--- src/rtl/bk_pipe_addacc.sv ---
// Two-stage pipelined Brent-Kung adder/accumulator with valid/ready handshakes.
// Stage 1 forms the operands from the op mode and runs the prefix up-sweep.
// Stage 2 runs the down-sweep, forms sum/cout/ovf and updates the accumulator.
// ACC/LOAD beats hold off new input while in stage 1, so the next ACC sees the updated acc.

module bk_pipe_addacc #(
  parameter int WIDTH  = 32,
  parameter bit SAT_EN = 1'b0
) (
  input  logic             clk,
  input  logic             rst_n,
  input  logic             in_valid,
  output logic             in_ready,
  input  logic [1:0]       op,
  input  logic [WIDTH-1:0] a,
  input  logic [WIDTH-1:0] b,
  input  logic             cin,
  input  logic             acc_clr,
  output logic             out_valid,
  input  logic             out_ready,
  output logic [WIDTH-1:0] sum,
  output logic             cout,
  output logic             ovf,
  output logic [WIDTH-1:0] acc
);

  localparam int LOG = $clog2(WIDTH);

  typedef enum logic [1:0] {
    OP_ADD  = 2'b00,
    OP_SUB  = 2'b01,
    OP_ACC  = 2'b10,
    OP_LOAD = 2'b11
  } op_e;

  localparam logic [WIDTH-1:0] SAT_MAX = {1'b0, {(WIDTH-1){1'b1}}};
  localparam logic [WIDTH-1:0] SAT_MIN = {1'b1, {(WIDTH-1){1'b0}}};

  op_e op_in;
  assign op_in = op_e'(op);

  // Operand formation and up-sweep signals
  logic [WIDTH-1:0] x, y, p_in, gu_in, pu_in;
  logic             c0;
  logic [LOG-1:0]   uhi, ulo;

  // Stage 1 register
  logic             s1_valid;
  op_e              s1_op;
  logic             s1_c0;
  logic             s1_xmsb;
  logic [WIDTH-1:0] s1_p, s1_gu, s1_pu;

  // Down-sweep and result signals
  logic [WIDTH-1:0] gd, carry, raw_sum, fin_sum;
  logic             raw_cout, raw_ovf;
  logic [LOG-1:0]   dhi, dlo;

  // Handshake
  logic s1_serial, s2_load, in_fire;

  // Select X, Y and carry-in for the requested operation
  always_comb begin
    // NOTE: defaults before the case keep every path assigned, so no latch is inferred.
    x  = a;
    y  = b;
    c0 = cin;
    case (op_in)
      OP_SUB:  begin y = ~b; c0 = 1'b1; end
      OP_ACC:  begin x = acc; y = a; end
      OP_LOAD: begin y = '0; c0 = 1'b0; end
      default: ;
    endcase
  end

  // Bit propagate/generate (carry-in folded into bit 0) and Brent-Kung up-sweep
  always_comb begin
    p_in     = x ^ y;
    gu_in    = x & y;
    gu_in[0] = gu_in[0] | (p_in[0] & c0);
    pu_in    = p_in;
    uhi      = '0;
    ulo      = '0;
    for (int l = 0; l < LOG; l++) begin
      for (int i = 0; i < WIDTH; i++) begin
        if (((i + 1) % (2 << l)) == 0) begin
          uhi        = LOG'(i);
          ulo        = LOG'(i - (1 << l));
          gu_in[uhi] = gu_in[uhi] | (pu_in[uhi] & gu_in[ulo]);
          pu_in[uhi] = pu_in[uhi] & pu_in[ulo];
        end
      end
    end
  end

  // Down-sweep fills in the remaining prefix carries; then sum, flags and saturation
  always_comb begin
    gd  = s1_gu;
    dhi = '0;
    dlo = '0;
    for (int l = LOG - 2; l >= 0; l--) begin
      for (int i = 0; i < WIDTH; i++) begin
        if ((i >= (3 << l) - 1) && (((i + 1 - (1 << l)) % (2 << l)) == 0)) begin
          dhi     = LOG'(i);
          dlo     = LOG'(i - (1 << l));
          gd[dhi] = gd[dhi] | (s1_pu[dhi] & gd[dlo]);
        end
      end
    end
    carry    = {gd[WIDTH-2:0], s1_c0};
    raw_sum  = s1_p ^ carry;
    raw_cout = gd[WIDTH-1];
    raw_ovf  = carry[WIDTH-1] ^ raw_cout;
    fin_sum  = raw_sum;
    if (SAT_EN && (s1_op == OP_ACC) && raw_ovf) begin
      fin_sum = s1_xmsb ? SAT_MIN : SAT_MAX;
    end
  end

  // Pipeline flow control: S2 refills when free, S1 drains into S2, ACC/LOAD serialise
  always_comb begin
    s1_serial = s1_valid && ((s1_op == OP_ACC) || (s1_op == OP_LOAD));
    s2_load   = s1_valid && (!out_valid || out_ready);
    in_ready  = (!s1_valid || s2_load) && !s1_serial;
    in_fire   = in_valid && in_ready;
  end

  // Stage 1 register: captures operands and up-swept prefix groups
  always_ff @(posedge clk or negedge rst_n) begin
    // NOTE: sequential state uses non-blocking assignments so every register samples pre-edge values.
    if (!rst_n) begin
      s1_valid <= 1'b0;
      s1_op    <= OP_ADD;
      s1_c0    <= 1'b0;
      s1_xmsb  <= 1'b0;
      s1_p     <= '0;
      s1_gu    <= '0;
      s1_pu    <= '0;
    end else if (in_fire) begin
      s1_valid <= 1'b1;
      s1_op    <= op_in;
      s1_c0    <= c0;
      s1_xmsb  <= x[WIDTH-1];
      s1_p     <= p_in;
      s1_gu    <= gu_in;
      s1_pu    <= pu_in;
    end else if (s2_load) begin
      s1_valid <= 1'b0;
    end
  end

  // Stage 2 register: result held stable until the consumer takes it
  always_ff @(posedge clk or negedge rst_n) begin
    if (!rst_n) begin
      out_valid <= 1'b0;
      sum       <= '0;
      cout      <= 1'b0;
      ovf       <= 1'b0;
    end else if (s2_load) begin
      out_valid <= 1'b1;
      sum       <= fin_sum;
      cout      <= raw_cout;
      ovf       <= raw_ovf;
    end else if (out_ready) begin
      out_valid <= 1'b0;
    end
  end

  // Accumulator: clear wins over the update from an ACC/LOAD moving into stage 2
  always_ff @(posedge clk or negedge rst_n) begin
    if (!rst_n) begin
      acc <= '0;
    end else if (acc_clr) begin
      acc <= '0;
    end else if (s2_load && s1_serial) begin
      acc <= fin_sum;
    end
  end

endmodule

--- config.mk ---
export PLATFORM = sky130hd
export DESIGN_NAME = bk_pipe_addacc
export DESIGN_NICKNAME = d
export VERILOG_FILES = /design/src/rtl/bk_pipe_addacc.sv
export SDC_FILE = /design/constraint.sdc
export NUM_CORES = 1
export LEC_CHECK = 0
export CORE_ASPECT_RATIO = 0.5
export CORE_MARGIN = 3
export CORE_UTILIZATION = 59
export CTS_BUF_LIST = sky130_fd_sc_hd__clkbuf_8
export DETAILED_ROUTE_END_ITERATION = 8
export GPL_TIMING_DRIVEN = 0
export PLACE_DENSITY = 0.95
export SYNTH_ARGS = -nofsm -noshare
export SYNTH_HDL_FRONTEND = slang
export SYNTH_SLANG_ARGS = --single-unit
--- constraint.sdc ---
create_clock -name clk -period 4.2 [get_ports clk]
set_input_delay 0.63 -clock clk [delete_from_list [all_inputs] [get_ports clk]]
set_output_delay 0.63 -clock clk [all_outputs]
set_load 0.05 [all_outputs]
==> results_dict.tcl, run 1 <==
set metrics [dict create \
    yosys-top-cells-area "dfrtp_1 47%, nand2_1 18%, ha_1 7.7%" \
    cts-resized-gates 0 \
    yosys.area_share.adder_pct 7.66 \
    r2r_slack_ns 1.95 \
    holdBufCountCts 0 \
    p_total_mw 7.09 \
    routedWlPerCell_um 20.5 \
    grt_util_all_layers_pct 35.9 \
    synth_simple_gate_area_share_pct 22.7 \
    setup_viol 0 \
    drtIter0Drc 1030 \
    tightest_slew_ns 0.855 \
    clk_pin_slew_worst_paths_ns 0.08 \
    ant_nets 0 \
    period_needed_ns 3.86 \
    min_path_type "in2async" \
    worst_r2r_startpoint "acc[29]" \
    num_antenna_cells 0 \
    grt_pass1_vias 7843 \
    reg2reg_depth 8 \
    grtUsageMet1_pct 45.5 \
    yosys.area.top_type_share_pct 47.3 \
    busiest_layer "met2" \
    cp-endpoint "s1_gu[31]" \
    dp_hpwl_um 17900 \
    synth-xor-area-share_pct 5.70 \
    synth-edff-count 0 \
    port_buffers 138 \
    min_period_over_period_pct 92.0 \
    end_kind "flip-flop" \
    ys_ff_latch 145 \
    fmax_ghz 0.259 \
    power_density_mw_per_mm2 731 \
    clock_sinks 145 \
    synthFlopType "dfrtp_1" \
    die_area_mm2 0.0145 \
    crit_slowest_cell "clkdlybuf4s50_1" \
    relSlewSlack_pct 43.0 \
    grt.overflow.total 0 \
    clk_path_buf_depth 2 \
    crit_path_start_kind "input pin" \
    numCtsBuffers 17 \
    drv_cap 0 \
    async_flop_share_pct 100 \
    rsz0062_at_grt "false" \
    skew_ns 0.0141 \
    final_layout_size_suffix_gt1_share_pct 6.96 \
    antenna_found_initial 0 \
    viasPerCell 6.11 \
    synth.avg_cell_area_um2 8.45 \
    yosysTopAreaCell "dfrtp_1" \
    ys_types 34 \
    cts_root_buf "clkbuf_8" \
    gp_congestion 0.967 \
    hold_violations 0 \
    critPathLaunch "op[1]" \
    synthCells 908 \
    worstPathCellList "clkdlybuf4s50_1 > nor2b_1 > buf_2 > buf_1 > nand2_1 > nand2_1 > ha_1 > a211oi_1 > o211ai_1 > nand4_1 > nand3_1 > a311o_1" \
    arrival_ns 4.21 \
    nets 1185 \
    synth.area.mux_share_pct 2.79 \
    met3_usage_pct 11.2 \
    clk_latency_ns 0.46 \
    ys_seq_area_share_pct 47.3 \
    start_util_pct 62.6 \
    crit_fanout 10 \
    leakage_nw 4.66 \
    cp_slowest_stage_delay_ns 0.75 \
    slew_violations 0 \
    io_pins 140 \
    met2_usage_pct 57.6 \
    synth_most_common_cell "nand2_1" \
    cts_tree "yes" \
    whs_ns 0.184 \
    vdd_drop_max_mv 0.469 \
    status "finished, final reports clean" \
    crit_top_cell "nand2_1" \
    htree_levels 4 \
    synth_top_family_by_area "simple AND/OR/NAND/NOR gates" \
    synth_nets 1027 \
    worstReg2RegEnd "s1_gu[31]" \
    core_mm2 0.0123 \
    rows 28 \
    yosysWarnings 0 \
    yosys-top-cells-count "363 x nand2_1, 145 x dfrtp_1, 73 x o21ai_0" \
    die_x_um 167 \
    wirelength_um 25500 \
    grt_max_degree 75 \
    synth_area_mm2 0.00768 \
    required_ns 4.54 \
    drtPass1Iterations 5 \
    dr_total_vias 7598 \
    die_h_um 86.7 \
    grt_pass1_wl_um 40100 \
    synth_compound_area_share_pct 11.1 \
    syn2layout_area_growth_pct 26.4 \
    path_class "in2reg" \
    drc 0 \
    post_cts_buffers 0 \
]
## logic make-up (layout without fill, tap and decap cells)
| kind of cell | count (synthesis) | count (layout) |
|---|---|---|
| compound gates | 152 | 152 |
| fa+ha+maj | 47 | 47 |
| simple gates | 445 | 445 |
| mux | 19 | 19 |
| buf+inv | 50 | 220 |
| flops | 145 | 145 |
| xor+xnor | 50 | 50 |
## power by group
group / leakage [nW] / total [mW] / switching (mW) / internal [mW]
sequential: 1.88 / 2.35 / 0.394 / 1.95
clock: 0.199 / 1.18 / 0.584 / 0.600
combinational: 2.58 / 3.56 / 2.36 / 1.20
## flip-flops by register name (all words and copies together), names as in the netlist, 11 cells and up
| register | flops |
|---|---|
| s1_gu | 32 |
| sum | 32 |
| s1_pu | 11 |
| s1_p | 32 |
| acc | 32 |
## worst max-delay path: cells and delay by family
family / cells / cell delay (ns)
AND/OR/NAND/NOR: 5 / 0.72
AO/OA/AOI/OAI: 3 / 0.98
adder cells (fa/ha/maj): 1 / 0.27
buffers and inverters: 3 / 1.61
## area by class of cell
cell class	instances	area [µm²]
plain buffers	47	200
well taps	165	206
multi-input cells	713	3840
inverters	3	11.3
clock buffers	18	248
clock inverters	13	164
fillers	810	2560
flip-flops and latches	145	3630
repair buffers	139	1410
## per-layer routing
metal	vias to the layer above	wire, µm
met4	0	928
met2	579	11600
met1	3628	9650
met5	-	0
met3	112	3310
li1	3279	-
## cells in the final DEF (no fill, tap or decap), drive strengths merged, types with 6 or more instances in the layout
| cell type | count |
|---|---|
| nand2 | 364 |
| dfrtp | 145 |
| clkdlybuf4s50 | 137 |
| o21ai | 75 |
| nor2 | 55 |
| a21oi | 47 |
| ha | 47 |
| clkbuf | 37 |
| xnor2 | 34 |
| buf | 30 |
| mux2 | 19 |
| xor2 | 16 |
| a21o | 14 |
| a211oi | 6 |
## per-stage QoR
stage                     setup WS, ns  utilization (%)  TNS [ns]  std cells  area [µm²]
after floorplan                   1.33                -         0        908        7680
after global placement           -3.18             75.6   -459.05       1211        9260
after detailed placement        0.0982             75.8         0       1212        9290
after CTS                        0.527             79.1         0       1243        9700
after global routing             0.253             79.1         0       1243        9700
final                            0.337             79.1         0       1243        9700
## worst min path at each step
stage / start / to / depth (start not counted)
2_1_floorplan: rst_n / acc[0] / 0
3_3_place_gp: s1_gu[18] / s1_gu[18] / 2
3_5_place_dp: s1_gu[28] / s1_gu[28] / 2
4_1_cts: rst_n / s1_gu[3] / 1
5_1_grt: rst_n / out_valid / 1
6_report: rst_n / s1_p[5] / 1
Power figures use the tool's default switching activity.
==> inputs of run 2 (changes only) <==
- GPL_TIMING_DRIVEN: 0 -> 1
==> run 2 against run 1 <==
Core utilization down 0.55 points. Via count down 5.3%. Clock power hardly changed. Hold slack better by 0.044 ns. Worst setup slack better by 0.49 ns. Die area unchanged. Non-clock buffer count is 31 lower. Combinational power decreased by 4%. Routed wire length is 9.8% lower. Sequential power hardly changed. Critical path type unchanged.
==> results_dict.tcl, run 2 (synthesized netlist as in run 1, its figures left out) <==
set metrics [dict create \
    busiest_layer "met2" \
    period_needed_ns 3.38 \
    grt.overflow.total 0 \
    whs_ns 0.228 \
    setup_tns_ns 0 \
    crit_path_start_kind "input pin" \
    post_cts_buffers 0 \
    fin_util_pct 78.6 \
    met3_usage_pct 7.52 \
    wirelength_um 23000 \
    clock_sinks 145 \
    crit_fanout 40 \
    arrival_ns 3.72 \
    io_pins 140 \
    htree_levels 4 \
    drv_cap 0 \
    vdd_drop_max_mv 0.366 \
    fmax_ghz 0.296 \
    syn2layout_area_growth_pct 25.5 \
    drtPass1Iterations 5 \
    critical_path_buf_inv_count 3 \
    worst_r2r_startpoint "s1_gu[15]" \
    grt_pass1_wl_um 37700 \
    power_density_mw_per_mm2 718 \
    clk_pin_slew_worst_paths_ns 0.07 \
    critPathLaunch "op[1]" \
    numCtsBuffers 17 \
    die_x_um 167 \
    holdBufCountCts 0 \
    die_h_um 86.7 \
    critical-path-top-delay-family "compound AO/OA/AOI/OAI gates" \
    cts_tree "yes" \
    cp_num_cells 12 \
    min_period_over_period_pct 80.4 \
    num_antenna_cells 0 \
    gp_congestion 0.907 \
    dp_hpwl_um 15200 \
    met2_usage_pct 56.2 \
    drc 0 \
    core_mm2 0.0123 \
    port_buffers 139 \
    clk_latency_ns 0.47 \
    grt_pass1_vias 7599 \
    routedWlPerCell_um 19.0 \
    leakage_nw 4.64 \
    die_area_mm2 0.0145 \
    grtUsageMet1_pct 40.6 \
    viasPerCell 5.94 \
    reg2reg_depth 9 \
    slew_violations 0 \
    cts_root_buf "clkbuf_8" \
    end_kind "flip-flop" \
    layout_setup_ws_ns 0.823 \
    cp-endpoint "s1_gu[31]" \
    rsz0062_at_grt "false" \
    start_util_pct 62.6 \
    path_class "in2reg" \
    worstReg2RegEnd "acc[31]" \
    rows 28 \
    tightest_slew_ns 1.12 \
    worstPathCellList "clkdlybuf4s50_1 > buf_4 > nor2b_4 > buf_4 > nand2_1 > o21ai_0 > ha_1 > o21ai_0 > nor2_1 > o311ai_2 > o21ai_1 > a311o_1" \
    ant_nets 0 \
    crit_slowest_cell "clkdlybuf4s50_1" \
    clk_path_buf_depth 2 \
    relSlewSlack_pct 25.0 \
    skew_ns 0.0166 \
    most-common-layout-cells "363 x nand2_1, 145 x dfrtp_1, 137 x clkdlybuf4s50_1, 73 x o21ai_0, 54 x nor2_1" \
    final_layout_size_suffix_gt1_share_pct 7.26 \
    r2r_slack_ns 1.95 \
    grt_util_all_layers_pct 32.7 \
    grt_max_degree 84 \
    antenna_found_initial 0 \
    min_path_type "in2async" \
    placedCellCount 1181 \
    layout.cells.non_filler 1212 \
    required_ns 4.54 \
    cts-resized-gates 0 \
    dr_total_vias 7196 \
    drtIter0Drc 854 \
    setup_viol 0 \
    hold_violations 0 \
    place_ws_ns 0.481 \
    mostFrequentLayoutCell "nand2_1" \
    status "finished, final reports clean" \
    nets 1154 \
    cp_slowest_stage_delay_ns 0.52 \
]
-- run 2: report_power, final --
part	total (mW)	internal [mW]	switching, mW
Combinational	3.43	1.19	2.24
Clock	1.15	0.601	0.551
Sequential	2.34	1.95	0.387
Total	6.92	3.75	3.18
-- run 2: cell type report --
class | instances | area, µm²
tap | 165 | 206
clock buffer | 22 | 303
inverter | 3 | 11.3
timing repair buffer | 155 | 1520
clock inverter | 9 | 106
fill | 717 | 2630
multi-input combinational | 713 | 3860
sequential | 145 | 3630
-- run 2: per-stage QoR --
step	instance area, µm²	power, mW
after global routing	9640	7.29
after global placement	9230	5.53
final	9640	6.92
after CTS	9640	6.88
after detailed placement	9230	5.69
after floorplan	7680	4.54
-- run 2: per-layer routing --
metal,share of wire [%],wire [µm],vias to the layer above
li1,-,-,3229
met1,39,8990,3414
met2,48,11100,457
met3,9.3,2140,96
met4,3.5,807,0
met5,0,0,-
-- run 2: worst min path at each step --
stage                     startpoint        end  slack [ns]  depth (start not counted)
after global placement     s1_gu[12]  s1_gu[12]        0.46                          2
after global routing           rst_n  out_valid        0.27                          1
after CTS                      rst_n    sum[10]        0.25                          1
final                          rst_n     sum[7]        0.23                          1
after floorplan                rst_n     acc[0]        0.33                          0
after detailed placement   s1_gu[28]  s1_gu[28]        0.47                          2
-- run 2: worst register-to-register path, cell delays in order (launching register included) --
cell and delay, ns:
dfrtp_1 0.45, a21o_1 0.29, a21o_1 0.22, a21o_1 0.19
ha_1 0.17, nor2_1 0.26, xor2_1 0.26, nor2_1 0.06
a21oi_1 0.15, nor2_1 0.06
